## src/rtl/riscv_multicycle_controller.sv

```systemverilog
// riscv_multicycle_controller: Moore sequencer driving the shared-ALU multicycle RISC-V datapath.
// Defining MEM_READY_EN adds a mem_ready handshake that stalls FETCH, MEMREAD and MEMWRITE.
module riscv_multicycle_controller #(
  parameter int STATE_W = 4
) (
  input  logic               clk,
  input  logic               reset,
  input  logic [6:0]         op,
  input  logic [2:0]         funct3,
  input  logic               funct7b5,
  input  logic               Zero,
  input  logic               Menor,
`ifdef MEM_READY_EN
  input  logic               mem_ready,
`endif
  output logic               PCWrite,
  output logic               AdrSrc,
  output logic               MemWrite,
  output logic               IRWrite,
  output logic [1:0]         ResultSrc,
  output logic [1:0]         ALUSrcA,
  output logic [1:0]         ALUSrcB,
  output logic [1:0]         ImmSrc,
  output logic               RegWrite,
  output logic [2:0]         ALUControl,
  output logic               Illegal,
  output logic [STATE_W-1:0] state
);
  localparam logic [6:0] OP_LW = 7'b0000011;
  localparam logic [6:0] OP_SW = 7'b0100011;
  localparam logic [6:0] OP_R = 7'b0110011;
  localparam logic [6:0] OP_I = 7'b0010011;
  localparam logic [6:0] OP_JAL = 7'b1101111;
  localparam logic [6:0] OP_BR = 7'b1100011;
  typedef enum logic [STATE_W-1:0] {
    FETCH = 0, DECODE = 1, MEMADR = 2, MEMREAD = 3, MEMWB = 4, MEMWRITE = 5,
    EXECUTER = 6, ALUWB = 7, EXECUTEI = 8, JAL = 9, BRANCH = 10
  } st_t;
  typedef struct packed {
    logic       adr;
    logic [1:0] res;
    logic [1:0] srca;
    logic [1:0] srcb;
    logic [2:0] alu;
    logic       pcw;
    logic       irw;
    logic       mw;
    logic       rw;
    logic       br;
    logic       fetch;
  } ctl_t;
  st_t        st, nxt;
  ctl_t       r;
  logic       ready, taken, legal;
  logic [2:0] funct_alu;
`ifdef MEM_READY_EN
  assign ready = mem_ready;
`else
  assign ready = 1'b1;
`endif
  assign funct_alu = funct3 == 3'b000 ? ((op[5] & funct7b5) ? 3'b001 : 3'b000) :
                     funct3 == 3'b010 ? 3'b101 :
                     funct3 == 3'b110 ? 3'b011 :
                     funct3 == 3'b111 ? 3'b010 : 3'b000;
  assign taken = funct3 == 3'b000 ? Zero :
                 funct3 == 3'b001 ? ~Zero :
                 funct3 == 3'b100 ? Menor :
                 funct3 == 3'b101 ? (~Menor | Zero) : 1'b0;
  assign legal = op inside {OP_LW, OP_SW, OP_R, OP_I, OP_JAL, OP_BR};
  // Control word of the state about to be entered, so outputs come straight from flops
  function automatic ctl_t dec(input st_t s, input logic [2:0] fa);
    ctl_t c;
    c = '0;
    case (s)
      FETCH:    begin c.irw = 1'b1; c.pcw = 1'b1; c.fetch = 1'b1; c.srcb = 2'b10; c.res = 2'b10; end
      DECODE:   begin c.srca = 2'b01; c.srcb = 2'b01; end
      MEMADR:   begin c.srca = 2'b10; c.srcb = 2'b01; end
      MEMREAD:  c.adr = 1'b1;
      MEMWB:    begin c.res = 2'b01; c.rw = 1'b1; end
      MEMWRITE: begin c.adr = 1'b1; c.mw = 1'b1; end
      EXECUTER: begin c.srca = 2'b10; c.alu = fa; end
      EXECUTEI: begin c.srca = 2'b10; c.srcb = 2'b01; c.alu = fa; end
      ALUWB:    c.rw = 1'b1;
      JAL:      begin c.srca = 2'b01; c.srcb = 2'b10; c.pcw = 1'b1; end
      BRANCH:   begin c.srca = 2'b10; c.alu = 3'b001; c.br = 1'b1; end
      default:  c = '0;
    endcase
    return c;
  endfunction
  always_comb begin
    nxt = FETCH;
    case (st)
      FETCH:    nxt = ready ? DECODE : FETCH;
      DECODE:   nxt = (op == OP_LW || op == OP_SW) ? MEMADR :
                      op == OP_R ? EXECUTER :
                      op == OP_I ? EXECUTEI :
                      op == OP_JAL ? JAL :
                      op == OP_BR ? BRANCH : FETCH;
      MEMADR:   nxt = op == OP_SW ? MEMWRITE : MEMREAD;
      MEMREAD:  nxt = ready ? MEMWB : MEMREAD;
      MEMWRITE: nxt = ready ? FETCH : MEMWRITE;
      EXECUTER, EXECUTEI, JAL: nxt = ALUWB;
      default:  nxt = FETCH;
    endcase
  end
  always_ff @(posedge clk) begin
    st <= reset ? FETCH : nxt;
    r <= dec(reset ? FETCH : nxt, funct_alu);
  end
  // While reset is held every output shows the FETCH decode with all write enables off
  assign PCWrite = ~reset & ((r.pcw & (~r.fetch | ready)) | (r.br & taken));
  assign IRWrite = ~reset & r.irw & ready;
  assign MemWrite = ~reset & r.mw;
  assign RegWrite = ~reset & r.rw;
  assign AdrSrc = ~reset & r.adr;
  assign ResultSrc = reset ? 2'b10 : r.res;
  assign ALUSrcA = reset ? 2'b00 : r.srca;
  assign ALUSrcB = reset ? 2'b10 : r.srcb;
  assign ALUControl = reset ? 3'b000 : r.alu;
  assign Illegal = ~reset & (st == DECODE) & ~legal;
  assign ImmSrc = op == OP_SW ? 2'b01 : op == OP_BR ? 2'b10 : op == OP_JAL ? 2'b11 : 2'b00;
  assign state = st;
endmodule

```

## config.mk

```make
export PLATFORM = sky130hd
export DESIGN_NAME = riscv_multicycle_controller
export DESIGN_NICKNAME = d
export VERILOG_FILES = /design/src/rtl/riscv_multicycle_controller.sv
export SDC_FILE = /design/constraint.sdc
export NUM_CORES = 1
export LEC_CHECK = 0
export CORE_MARGIN = 1
export CORE_UTILIZATION = 45
export DETAILED_ROUTE_END_ITERATION = 10
export PLACE_DENSITY = 0.79
export SKIP_CTS_REPAIR_TIMING = 1
export SLEW_MARGIN = 15
export SYNTH_ARGS = -nofsm -noshare
export SYNTH_HDL_FRONTEND = slang
export SYNTH_SLANG_ARGS = --single-unit
```

## constraint.sdc

```tcl
create_clock -name clk -period 3.1 [get_ports clk]
set_input_delay 0.93 -clock clk [delete_from_list [all_inputs] [get_ports clk]]
set_output_delay 0.93 -clock clk [all_outputs]
set_load 0.05 [all_outputs]
```

Yosys cells after proc, flatten, opt, wreduce, memory -nomap -nowiden. Cells that the tools add are included.

Input port bits: 15. Word-level logic and storage cells: 101. Bits in registers: 19. Output and inout port bits: 21.

Muxes and demuxes: 34. Equal/unequal tests: 28. Bitwise operators: 15. Reductions and logical operators: 13.

Operators by type and width (count): two-way mux 4 bit (6); equality test 4 x 3 -> 1 bit, second input constant (5); equality test 4 bit, second input constant (5); case mux 4 bit (5 select lines) (1); equality test 4 x 2 -> 1 bit, second input constant (4); two-way mux 2 bit (8); equality test 7 x 6 -> 1 bit, second input constant (2); equality test 7 bit, second input constant (2); equality test 3 bit, second input constant (4); two-way mux 3 bit (4); case mux 2 bit (2 select lines) (3); two-way mux 1 bit (11); OR reduction 2 bit (5); AND 1 bit (9); equality test 4 x 1 -> 1 bit, second input constant (2); zero test 4 bit (2); equality test 7 x 2 -> 1 bit, second input constant (1); equality test 7 x 5 -> 1 bit, second input constant (1); case mux 3 bit (2 select lines) (1); nonzero test 6 bit (1); OR reduction 3 bit (2); inverter 1 bit (4); OR reduction 4 bit (1); equality test 3 x 1 -> 1 bit, second input constant (1); 4 further kinds (5).

Logic depth before layout (Yosys ltp). Gate-level depths: netlist of the first run.

Depth in word-level cells: 11. Depth in mapped cells: 9. Depth with buffers taken out: 8.

Least setup slack after synthesis of the first run. Ideal clock, no wire load.

Kind: input-to-output. Start point: in reset. End point: out Illegal. Path slack: -0.502 ns. Path buffers: 0. Stages: 2. Data arrival time: 2.672 ns. Cells stage by stage: or4_4 a211oi_1.

Word-level cells in the longest chain between the ends: 3.

Ends and longest elaborated chain: from (decl) (RTL line 7) `input logic reset,`; inverter 1 bit (RTL line 120) `assign Illegal = ~reset & (st == DECODE) & ~legal;`; AND 1 bit (2 in series) (RTL line 120); to (decl) (RTL line 26) `output logic Illegal,`.

Every way passes these cells.

Worst setup path in the final report of the first run.
Start point: in Menor. End point: out PCWrite.

Word-level cells in the longest chain between the ends: 9.

Ends and longest elaborated chain: from (decl) (RTL line 12) `input logic Menor,`; inverter 1 bit (RTL line 68) `funct3 == 3'b101 ? (~Menor | Zero) : 1'b0;`; bitwise OR 1 bit (RTL line 68); two-way mux 1 bit (RTL line 68); two-way mux 1 bit * (RTL line 67) `funct3 == 3'b100 ? Menor :`; two-way mux 1 bit * (RTL line 66) `funct3 == 3'b001 ? ~Zero :`; two-way mux 1 bit * (RTL line 65) `assign taken = funct3 == 3'b000 ? Zero :`; AND 1 bit * (RTL line 111) `assign PCWrite = ~reset & ((r.pcw & (~r.fetch | ready)) | (r.br & taken));`; bitwise OR 1 bit * (RTL line 111); AND 1 bit * (RTL line 111); to (decl) (RTL line 16) `output logic PCWrite,`.

Every way passes the cells marked *; elsewhere a longest branch is shown, timed or not.

==> flow_summary.yaml, run 1 <==
timing:
  maxSlewHeadroom_pct: 66.0
  fin_worst_skew_ns: 0.00770
  finalSetupViolations: 0
  worstMarginPinSlew_ns: 0.506
  timing.setup.tns_ns: 0
  rsz_0062_raised_after_global_routing: "false"
  clock_period_minus_worst_slack_ns: 3.02
  final_clock_period_utilization_by_the_worst_path_pct: 97.6
  max_clock_freq_mhz: 331
  timing.final.max_slew_violations: 0
  final_hold_viol_count: 0
floorplanning:
  fp.dieArea_um2: 2630
  core_area_um2: 2250
  std_cell_rows: 17
  floorplan.io_pins: 36
  initial_standard_cell_utilization_of_the_core_pct: 48.5
  die_h_um: 51.3
  floorplan.die.width_um: 51.3
layout:
  final_net_count: 185
  fillers: 157
  flow.area_growth_from_synthesis_pct: 64.5
  layout.core_utilization_pct: 79.8
  ant_diodes: 0
  layout-drive-gt1-share_pct: 33.7
clocking:
  tritoncts_num_sinks: 19
  path_clk_slew_ns: 0.11
  clock_tree.root_cell: "clkbuf_4"
  cts_max_level: 1
  worst_skew_pair.late_latency_ns: 0.30
  tritoncts.num_buffers: 3
  cts_tree: "built"
  clock_tree.buffer_depth: 2
routing:
  route.met3.wl_um: 128
  via_count: 1126
  finalWirelength_mm: 3.02
  met2_wirelength_mm: 1.58
  vias_per_cell: 5.72
  drt_first_pass_iters: 7
  drc: 0
  drt-initial-drc-count: 29
  top_signal_layer_used: "met4"
  wl_met1_mm: 1.22
  post_drt_wl_per_cell_um: 15.3
  route.antenna.remaining_nets: 0
placement:
  buffer_ports.inserted: 35
  gpl.final_weighted_congestion: 0.887
  dpl.hpwl_mm: 2.19
worst_setup_path:
  category_of_the_worst_setup_path_capture_point: "output pin"
  setup.worst_path.class: "in -> out"
  max_fanout_on_critical_path: 2
  timing.critical_path.arrival_ns: 2.09
  crit_path_cell_trace: "clkdlybuf4s50_1, nand3b_1, o211ai_1, o21ai_1, a31oi_1, nor2_1, clkbuf_16"
  worst_setup_path_start_kind: "input pin"
  cp.buffers_inverters: 2
  cp_top_family: "buffers and inverters"
  critPathSlowestCell: "clkdlybuf4s50_1"
  worst_path_largest_cell_delay_ns: 0.47
  critical_path_required_ns: 2.17
global_routing:
  wire_length_of_the_first_global_routing_pass_mm: 4.63
  vias_in_the_first_global_route: 1031
  grt_start_max_net_pins: 17
  number_of_antenna_violations_at_the_first_check_in_global_routing: 0
  gr-total-overflow: 0
  global_route.usage.total_pct: 24.0
yosys:
  netlist.top_cell.by_area: "dfxtp_1"
  synth_largest_type_area_fraction_pct: 34.8
  postSynthNetCount: 137
  synth.yosys.seq_area_share_pct: 34.8
  avgSynthCellArea_um2: 8.96
  synthTopCellsByArea: "dfxtp_1, nor2b_1, nor2_1"
  netlist-cell-type-count: 56
  postSynth.asyncResetShare_pct: 0
  postSynthRegisterBits: 19
  synthesis.area_um2: 1090
  ys_warn_count: 0
  syn_inst: 122
  synth_ff_type: "dfxtp_1"
  synth_edf_count: 0
worst_hold_path:
  hp-class: "reg -> reg"
pwr:
  p_sw_uw: 161
  power.combinational.fraction_pct: 28.8
  power.leakage_nw: 0.771
  ir_drop_mv: 0.339
  power-per-cell-area_nw_per_um2: 299
  power.share.clock_pct: 23.2
  cellInternalPower_uw: 377
  sequential_group_share_of_total_power_pct: 48.0
  switching_share_pct: 30.0
status:
  outcome: "completed"
run:
  cap_viol_max_count: 0
[worst reg2reg max path: stages (launching register included)]
cell and delay, ns:
dfxtp_1 0.42, nand2b_4 0.19, or4_4 0.55, buf_4 0.15, a21o_4 0.21, inv_4 0.12
nand3_1 0.09, o32a_2 0.24, nor3_2 0.11
[flip-flops by register name (all words and copies together) (netlist names)]
| register | cells |
|---|---|
| state | 4 |
| r | 15 |
[cell usage in the layout, fill, tap and decap left out, types with 4 or more instances in the layout]
cell              n
buf_12           16
buf_4            12
clkdlybuf4s50_1   8
dfxtp_1          19
dlymetal6s2s_1   10
inv_1             4
nand2_1           4
nand3_1           4
nor2_1           11
nor2b_1          11
[path summary, 6_finish.rpt]
path            start        to  slack (ns)  cells after the start
min reg2reg  state[0]  state[1]        0.82                      2
max             Menor   PCWrite        0.08                      7
min          state[0]  state[1]        0.82                      2
max reg2reg  state[3]      r[8]        0.95                      8
[logic make-up (layout without fill, tap and decap cells)]
kind of cell	count (synthesis)	count (layout)	synth area share (%)
compound gates	27	27	21.3
xor+xnor	3	3	2.40
buf+inv	12	59	4.92
flops	19	19	34.8
mux	2	2	1.83
simple gates	59	59	34.8
[power groups by stage]
stage,combinational [mW],sequential [mW],clock [mW]
global route,0.163,0.259,0.139
floorplan,0.0727,0.266,0
detailed placement,0.152,0.263,0
CTS,0.154,0.258,0.126
global placement,0.149,0.263,0
finish,0.155,0.258,0.125
[Yosys cell counts, drive strengths merged (2+ instances only)]
master and n:
or2 2, a21o 3, buf 3, nand2b 2, a31oi 2, mux2i 2
o21ai 4, nand4b 2, nand3 5, nor2b 12, xnor2 3, o32ai 3
a21oi 2, nor4 2, nand4 2, nand2 5, nor3 4, and2 3
dfxtp 19, nor2 11, a211oi 2, inv 7
[stage by stage]
stage	hold WS [ns]	power, mW	instances	worst slack, ns	area (um2)
floorplan	0.939	0.339	122	0.00540	1110
global placement	0.751	0.412	192	-0.211	1720
detailed placement	0.792	0.416	192	-0.217	1720
CTS	0.815	0.538	196	-0.218	1750
global route	0.855	0.562	197	0.0479	1800
finish	0.815	0.538	197	0.0753	1800
[layout make-up]
| type | count | area, um2 | area share, % |
|---|---|---|---|
| Clock buffer | 3 | 22.5 | 1.25 |
| Clock inverter | 1 | 5.00 | 0.278 |
| Inverter | 8 | 32.5 | 1.81 |
| Multi-Input combinational cell | 91 | 683 | 38.0 |
| Sequential cell | 19 | 380 | 21.1 |
| Tap cell | 28 | 35.0 | 1.95 |
| Timing Repair Buffer | 47 | 641 | 35.6 |
[layer usage]
metal | track usage (%) | vias up
met5 | 0 | -
met4 | 13.5 | 0
met3 | 3.57 | 13
met2 | 42.5 | 46
met1 | 27.2 | 530
li1 | - | 537
(Power assumes the default switching activity.)
==> inputs of run 2 (changes only) <==
--- a/config.mk
+++ b/config.mk
@@ -10,7 +10,6 @@
 export DETAILED_ROUTE_END_ITERATION = 10
 export PLACE_DENSITY = 0.79
 export SKIP_CTS_REPAIR_TIMING = 1
-export SLEW_MARGIN = 15
 export SYNTH_ARGS = -nofsm -noshare
 export SYNTH_HDL_FRONTEND = slang
 export SYNTH_SLANG_ARGS = --single-unit
==> results of run 2 <==
Final layout, timing and power as in run 1 (identical DEF).
